<file path="src/rtl/cpu_pkg.sv">
// Shared CPU definitions: load funct3 encodings, writeback FSM states,
// the captured-load payload and the default load timeout.
package cpu_pkg;

  // Load size/sign encodings (funct3 of the LOAD opcode)
  localparam logic [2:0] LB  = 3'b000;
  localparam logic [2:0] LH  = 3'b001;
  localparam logic [2:0] LW  = 3'b010;
  localparam logic [2:0] LBU = 3'b100;
  localparam logic [2:0] LHU = 3'b101;

  // Cycles to wait for load data before abandoning the load
  localparam int unsigned WB_TIMEOUT_DEFAULT = 16;

  typedef enum logic [0:0] {
    WB_IDLE = 1'b0,
    WB_WAIT = 1'b1
  } wb_state_e;

  // Load instruction fields kept while waiting for the memory response
  typedef struct packed {
    logic       reg_write;
    logic [4:0] rd;
    logic [2:0] funct3;
    logic [1:0] offset;
  } wb_load_t;

endpackage

</file>
<file path="src/rtl/load_align.sv">
// Load data aligner: selects the addressed byte/half/word of a memory word
// and sign/zero-extends it; flags offset/funct3 combinations that are illegal.
// Ports:
//   funct3     - load size/sign encoding
//   offset     - byte offset within the word (address[1:0])
//   rdata      - raw word from data memory
//   data       - aligned, extended load value (combinational)
//   misaligned - offset illegal for the size, or unsupported funct3 (combinational)
module load_align
  import cpu_pkg::*;
#(
  parameter int unsigned XLEN = 32
) (
  input  logic [2:0]      funct3,
  input  logic [1:0]      offset,
  input  logic [XLEN-1:0] rdata,
  output logic [XLEN-1:0] data,
  output logic            misaligned
);

  logic [7:0]  byte_sel;
  logic [15:0] half_sel;

  // Lane selection
  always_comb begin
    case (offset)
      2'd1:    byte_sel = rdata[15:8];
      2'd2:    byte_sel = rdata[23:16];
      2'd3:    byte_sel = rdata[31:24];
      default: byte_sel = rdata[7:0];
    endcase
    half_sel = offset[1] ? rdata[31:16] : rdata[15:0];
  end

  // Extension and legality
  always_comb begin
    data       = '0;
    misaligned = 1'b0;
    case (funct3)
      LB:  data = XLEN'($signed(byte_sel));
      LBU: data = XLEN'(byte_sel);
      LH: begin
        data       = XLEN'($signed(half_sel));
        misaligned = offset[0];
      end
      LHU: begin
        data       = XLEN'(half_sel);
        misaligned = offset[0];
      end
      LW: begin
        data       = rdata;
        misaligned = (offset != 2'd0);
      end
      default: misaligned = 1'b1;
    endcase
  end

endmodule

</file>
<file path="src/rtl/wb_writeback_unit.sv">
// MEM/WB pipeline register and writeback sequencer. Accepts retiring
// instructions from MEM, waits for data-memory responses on loads (holding
// off MEM via in_ready) and issues one register-file write per instruction.
// Ports:
//   clk, rst          - clock, asynchronous active-high reset
//   flush             - drop pending/incoming instruction
//   in_valid/in_ready - MEM handshake (in_ready is combinational)
//   in_*              - retiring instruction fields
//   mem_rvalid/rdata  - data-memory load response
//   RegWrite/WriteAddr/WriteData - registered register-file write port
//   err_misaligned/err_timeout/err_spurious - registered one-cycle error pulses
module wb_writeback_unit
  import cpu_pkg::*;
#(
  parameter int unsigned TIMEOUT = WB_TIMEOUT_DEFAULT,
  parameter int unsigned XLEN    = 32
) (
  input  logic            clk,
  input  logic            rst,
  input  logic            flush,
  input  logic            in_valid,
  output logic            in_ready,
  input  logic            in_reg_write,
  input  logic [4:0]      in_rd,
  input  logic            in_mem_to_reg,
  input  logic            in_link,
  input  logic [2:0]      in_funct3,
  input  logic [XLEN-1:0] in_alu_result,
  input  logic [XLEN-1:0] in_pc4,
  input  logic            mem_rvalid,
  input  logic [XLEN-1:0] mem_rdata,
  output logic            RegWrite,
  output logic [4:0]      WriteAddr,
  output logic [XLEN-1:0] WriteData,
  output logic            err_misaligned,
  output logic            err_timeout,
  output logic            err_spurious
);

  localparam int unsigned CNT_W = $clog2(TIMEOUT + 1);

  wb_state_e        state_q, state_d;
  logic [CNT_W-1:0] cnt_q, cnt_d;
  wb_load_t         ld_q, ld_d;

  logic             regwrite_d;
  logic [4:0]       waddr_d;
  logic [XLEN-1:0]  wdata_d;
  logic             err_mis_d, err_to_d, err_sp_d;

  logic [XLEN-1:0]  align_data;
  logic             align_mis;
  logic             accept;

  assign in_ready = (state_q == WB_IDLE) && !flush;
  assign accept   = in_valid && in_ready;

  load_align #(.XLEN(XLEN)) u_load_align (
    .funct3     (ld_q.funct3),
    .offset     (ld_q.offset),
    .rdata      (mem_rdata),
    .data       (align_data),
    .misaligned (align_mis)
  );

  // State and output register
  always_ff @(posedge clk or posedge rst) begin
    if (rst) begin
      state_q        <= WB_IDLE;
      cnt_q          <= '0;
      ld_q           <= '0;
      RegWrite       <= 1'b0;
      WriteAddr      <= '0;
      WriteData      <= '0;
      err_misaligned <= 1'b0;
      err_timeout    <= 1'b0;
      err_spurious   <= 1'b0;
    end else begin
      state_q        <= state_d;
      cnt_q          <= cnt_d;
      ld_q           <= ld_d;
      RegWrite       <= regwrite_d;
      WriteAddr      <= waddr_d;
      WriteData      <= wdata_d;
      err_misaligned <= err_mis_d;
      err_timeout    <= err_to_d;
      err_spurious   <= err_sp_d;
    end
  end

  // Next-state and next-output logic
  always_comb begin
    state_d    = state_q;
    cnt_d      = cnt_q;
    ld_d       = ld_q;
    regwrite_d = 1'b0;
    waddr_d    = WriteAddr;
    wdata_d    = WriteData;
    err_mis_d  = 1'b0;
    err_to_d   = 1'b0;
    err_sp_d   = 1'b0;

    case (state_q)
      WB_IDLE: begin
        err_sp_d = mem_rvalid;
        if (accept) begin
          if (in_mem_to_reg) begin
            ld_d.reg_write = in_reg_write;
            ld_d.rd        = in_rd;
            ld_d.funct3    = in_funct3;
            ld_d.offset    = in_alu_result[1:0];
            cnt_d          = '0;
            state_d        = WB_WAIT;
          end else begin
            regwrite_d = in_reg_write && (in_rd != 5'd0);
            waddr_d    = in_rd;
            wdata_d    = in_link ? in_pc4 : in_alu_result;
          end
        end
      end

      WB_WAIT: begin
        if (flush) begin
          state_d = WB_IDLE;
          cnt_d   = '0;
        end else if (mem_rvalid) begin
          state_d = WB_IDLE;
          cnt_d   = '0;
          if (align_mis) begin
            // Illegal load: report it, leave the write port untouched
            err_mis_d = 1'b1;
          end else begin
            regwrite_d = ld_q.reg_write && (ld_q.rd != 5'd0);
            waddr_d    = ld_q.rd;
            wdata_d    = align_data;
          end
        end else if (cnt_q == CNT_W'(TIMEOUT - 1)) begin
          state_d  = WB_IDLE;
          cnt_d    = '0;
          err_to_d = 1'b1;
        end else begin
          cnt_d = cnt_q + CNT_W'(1);
        end
      end

      default: state_d = WB_IDLE;
    endcase
  end

endmodule

</file>
<file path="config.mk">
export PLATFORM = sky130hd
export DESIGN_NAME = wb_writeback_unit
export DESIGN_NICKNAME = d
export VERILOG_FILES = /design/src/rtl/cpu_pkg.sv /design/src/rtl/load_align.sv /design/src/rtl/wb_writeback_unit.sv
export SDC_FILE = /design/constraint.sdc
export NUM_CORES = 1
export LEC_CHECK = 0
export CAP_MARGIN = 5
export CORE_MARGIN = 2
export CORE_UTILIZATION = 65
export CTS_BUF_LIST = sky130_fd_sc_hd__clkbuf_16
export DETAILED_ROUTE_END_ITERATION = 10
export DONT_BUFFER_PORTS = 1
export GPL_ROUTABILITY_DRIVEN = 0
export PLACE_DENSITY = 0.81
export SLEW_MARGIN = 20
export SYNTH_ARGS = -nofsm -noshare
export SYNTH_HDL_FRONTEND = slang
export SYNTH_SLANG_ARGS = --single-unit
</file>
<file path="constraint.sdc">
create_clock -name clk -period 3.16 [get_ports clk]
set_input_delay 0.316 -clock clk [delete_from_list [all_inputs] [get_ports clk]]
set_output_delay 0.316 -clock clk [all_outputs]
set_load 0.02 [all_outputs]
</file>
# --- Word-level counts from Yosys, hierarchy flattened ---
# Cells that the tools add are included.
word_totals:
  ff_bits: 58
  elab_cells: 86
  ram_bits: 0
  latchBits: 0
  memories: 0
  input_bits: 112
  output_inout_bits: 42
  romBits: 0
op_classes:
  n_reduce_logical: 14
  n_shift: 0
  n_eq_ne: 14
  muxes: 44
  n_addsub: 1
  mul: 0
  order_cmp: 0
  bitwise_logic: 1
  div_mod_pow: 0
ops:
  columns: ["operator", "count"]
  rows:
  - ["32-bit two-way mux", 6]
  - ["32-bit case mux with 5 select lines", 1]
  - ["32-bit case mux with 2 select lines", 1]
  - ["5-bit two-way mux", 10]
  - ["8-bit case mux with 3 select lines", 1]
  - ["5-bit case mux with 2 select lines", 2]
  - ["1-bit two-way mux", 19]
  - ["16-bit two-way mux", 1]
  - ["2-bit inequality test, second input constant", 6]
  - ["5-bit nonzero test", 2]
  - ["3-bit == test, second input constant", 2]
  - ["5-bit by 1-bit adder with 5-bit output, second input constant", 1]
  - ["5-bit by 4-bit == test with 1-bit output, second input constant", 1]
  - ["5-bit AND reduction", 1]
  - ["2-bit == test, second input constant", 2]
  - ["1-bit logical AND", 4]
  - ["1-bit case mux with 2 select lines", 2]
  - ["2-bit OR reduction", 2]
  - ["3-bit by 1-bit == test with 1-bit output, second input constant", 1]
  - ["3-bit by 2-bit == test with 1-bit output, second input constant", 1]
  - ["3-bit logical NOT", 1]
  - ["1-bit case mux with 3 select lines", 1]
  - ["3-bit AND reduction", 1]
  - ["2-bit by 1-bit == test with 1-bit output, second input constant", 1]
  - ["other kinds (4)", 4]

# --- Longest topological paths before layout ---
logic_depth:
  word_depth: 7
  depth_mapped: 8
  mapped_depth_nobuf: 5

# --- Cells and area by module ---
# From an unflattened synthesis, not the netlist that was laid out.
unflattened:
  hier_cells: 378
  hier_area_um2: 3797.4
modules_own_cells:
  columns: ["mod", "area_per_inst_um2", "seq_area_each_um2", "instances", "cells_per_inst"]
  rows:
  - ["wb_writeback_unit", 2995.4, 1451.4, 1, 262]
  - ["load_align", 802.0, 0.0, 1, 116]

# --- Worst setup path before layout ---
# OpenSTA, ideal clock, no wires.
synth_path:
  kind: "reg2reg"
  start: "register ld_q[4] (netlist name)"
  end: "register WriteData[23]"
  setup_time_ns: 0.087
  arrival_time_ns: 1.924
  synth_period_minus_slack_ns: 2.010
  required_time_ns: 3.073
  path_buffers: 2
  slack_ns: 1.150
  path_stages_with_launch: 8
  path_cell_list: "dfrtp_1 -> buf_6 -> or4_1 -> a211oi_2 -> nor2b_2 -> buf_6 -> or3_1 -> o211ai_1"
synth_between:
  elab_chain_len: 6
  word_cells_on_any_way: 15
  cone_classes: "eq/ne (5); mux (6); reduce/logical (4)"
synth_rtl:
  columns: ["element", "line_no", "text"]
  rows:
  - ["start, declared", "wb_writeback_unit.sv:44", "wb_load_t ld_q, ld_d;"]
  - ["start signal, assigned", "wb_writeback_unit.sv:81", "ld_q <= ld_d;"]
  - ["3-bit by 2-bit == test with 1-bit output (tied with other cells)", "load_align.sv:39", "case (funct3)"]
  - ["32-bit case mux with 5 select lines", "load_align.sv:39", null]
  - ["32-bit two-way mux", "wb_writeback_unit.sv:129", "if (align_mis) begin"]
  - ["32-bit two-way mux", "wb_writeback_unit.sv:126", "end else if (mem_rvalid) begin"]
  - ["32-bit two-way mux", "wb_writeback_unit.sv:123", "if (flush) begin"]
  - ["32-bit case mux with 2 select lines", "wb_writeback_unit.sv:103", "case (state_q)"]
  - ["end signal, assigned", "wb_writeback_unit.sv:84", "WriteData <= wdata_d;"]
  - ["end, declared", "wb_writeback_unit.sv:34", "output logic [XLEN-1:0] WriteData,"]
# Several ways; a longest one is shown, not always the timed one. The select of a mux whose other input is x is not followed.
# A chain may end at the register's enable or synchronous reset.

# --- Worst setup path in the final report ---
layout_path:
  start: "register ld_q[2] (netlist name)"
  end: "register WriteData[29]"
# The elaborated chain is that of the path after synthesis.

==> run metrics <==
via count 2981; Core ar. 5140 um2; Placement Cell Area 3467 um2; final setup fails 0; cts repair resizes 0; maximum capacitance violations 0; Mapped Avg Cell Area 9.537 um2; final setup margin 671.9 ps; Cell Count, Final, Fillers Out 427; crit-path max FO 43; die area 5926 um2; worst min path class in2async; Final Skew 11.05 ps; post-synthesis register bit count 58; failing checks hold timing; Slew HR 0.3357; CTS Sinks 58; total power 2.611 mW; design area 3730 um2; Initial Util 0.6736; aggregate global routing overflow 0; H-tree levels 3; Yosys Warn Count 0; RSZ-0062 raised after global routing no; Worst Path Class, Setup reg2reg; Data arrival, critical path 2730 ps; pre-CTS setup slack 718.9 ps; vias in the first global route 2938; Port Buf Inserts 0; count of final max-slew check failures 0; drt first pass iters 5; Routed WL 9.557 mm; Post-synth EDFFs 0; via density per instance 6.981; hold_buf cts 0; Wirelength per Cell 22.38 um; Synth Cell Area 3462 um2; antenna viol nets, final 0; fmax 401.9 MHz; final hold violations 2; Fin Setup TNS 0 ps; crit start category register; DIE WIDTH 76.98 um; layout cell share with drive strength beyond 1 0.1036; Pwr Density 699.9 nW/um2; clk root buf clkbuf_16; crit end category register; post-synthesis sequential area ratio 0.4192; final core occ 0.7257; Leak Pwr 1.589 nW; Final HPWL DP 6.847 mm; # rows 26; worst hold margin -0.7179 ps; Worst EP required 3400 ps; drc violations 0; Area Overhead vs Synth 7.734%; CTS tree yes; Clk pin slew, worst setup/hold paths 50 ps; fill count 414; status finished, violations left; Period minus WS final 2488 ps; Post-synth ARST share 1.000; worst skew pair latency 330 ps; Worst Max-Slew Pin Slew 992.8 ps; cell total after placement 411; gr usage total 0.3183; syn_nets 476; Synth Instances 363; first-pass GRT wire length 14.83 mm; largest net degree at the start of global routing 49; n_diodes 0; Die Ht 76.98 um; Max clock buf depth 2; iteration-0 DRC count of the detailed router 264; Top Ports 154; Period Utilization, post-route 0.7874; Post-CTS Setup Inserts 0; Top FF cell, synth dfrtp_1; Reg2Reg Depth 6; layout net count 465; Max VDD drop 0.4701 mV; initial antenna violation count 0; CTS buffer count 9; post-synthesis cell type count 42
Yosys cell counts (5+ instances only):
library cell / n / share of area
nor2b_1: 5 / 0.0090
nor2_1: 33 / 0.036
mux2_2: 10 / 0.033
a21oi_1: 29 / 0.042
a221o_1: 14 / 0.040
clkbuf_1: 16 / 0.017
mux2i_1: 42 / 0.12
o21ai_0: 16 / 0.023
nand2_1: 29 / 0.031
o221ai_1: 5 / 0.013
buf_2: 7 / 0.010
o211ai_1: 17 / 0.037
nor3_1: 12 / 0.017
dfrtp_1: 58 / 0.42
nand2b_1: 7 / 0.013
or3_1: 18 / 0.033
cell type report:
| type | count | area (um2) | area share |
|---|---|---|---|
| Clock buffer | 9 | 225.2 | 0.06038 |
| Clock inverter | 7 | 37.54 | 0.01006 |
| Inverter | 3 | 11.26 | 0.003019 |
| Multi-Input combinational cell | 273 | 1864 | 0.4998 |
| Sequential cell | 58 | 1451 | 0.3891 |
| Tap cell | 70 | 87.58 | 0.02348 |
| Timing Repair Buffer | 7 | 52.55 | 0.01409 |
cells in the final DEF (no fill, tap or decap), types with 7 or more instances in the layout:
cell type	netlist	routed
a21oi_1	29	29
a221o_1	14	14
buf_4	0	7
clkbuf_16	0	9
dfrtp_1	58	58
mux2_2	10	10
mux2i_1	42	42
nand2_1	29	29
nand2b_1	7	7
nor2_1	33	33
nor3_1	12	12
o211ai_1	17	17
o21ai_0	16	16
or3_1	18	18
path summary, 6_finish.rpt:
path                          start             to  slack [ps]
min reg2reg                cnt_q[4]    err_timeout         450
max reg2reg                 ld_q[2]  WriteData[29]         670
min in group clk           in_rd[3]        ld_q[8]         140
max in group asynchronous       rst   WriteData[3]        2340
min                             rst    err_timeout        -0.7
max                         ld_q[2]  WriteData[29]         670
state kept, by name, summed over array words and instances (netlist names):
| register | cells |
|---|---|
| err_spurious | 1 |
| RegWrite | 1 |
| state_q | 1 |
| err_misaligned | 1 |
| err_timeout | 1 |
| WriteAddr | 5 |
| cnt_q | 5 |
| WriteData | 32 |
| ld_q | 11 |
where the power goes:
part | internal (mW) | switching (mW)
logic | 0.250 | 0.306
clock network | 0.519 | 0.339
registers | 0.900 | 0.297
critical path, cell delays in order (launching register included):
cell and delay (ps):
dfrtp_1 480, or4_1 570, a211oi_2 350, nor2b_4 180
buf_4 290, or3_1 410, o211ai_1 100
layer usage:
metal	wire, um	global-route usage	vias up
met1	3540	0.3703	1450
met4	287	0.09821	0
met2	4686	0.5421	169
met3	1043	0.1259	28
met5	0	0	-
li1	-	-	1334
logic make-up after synthesis:
kind of cell | share of synthesized area
multiplexers | 0.1670
buffers and inverters | 0.04373
XOR/XNOR | 0.002530
AO/OA/AOI/OAI | 0.1995
adder cells (fa/ha/maj) | 0.003613
flip-flops | 0.4192
AND/OR/NAND/NOR | 0.1644
No activity file was read; power rests on OpenSTA's default activity.
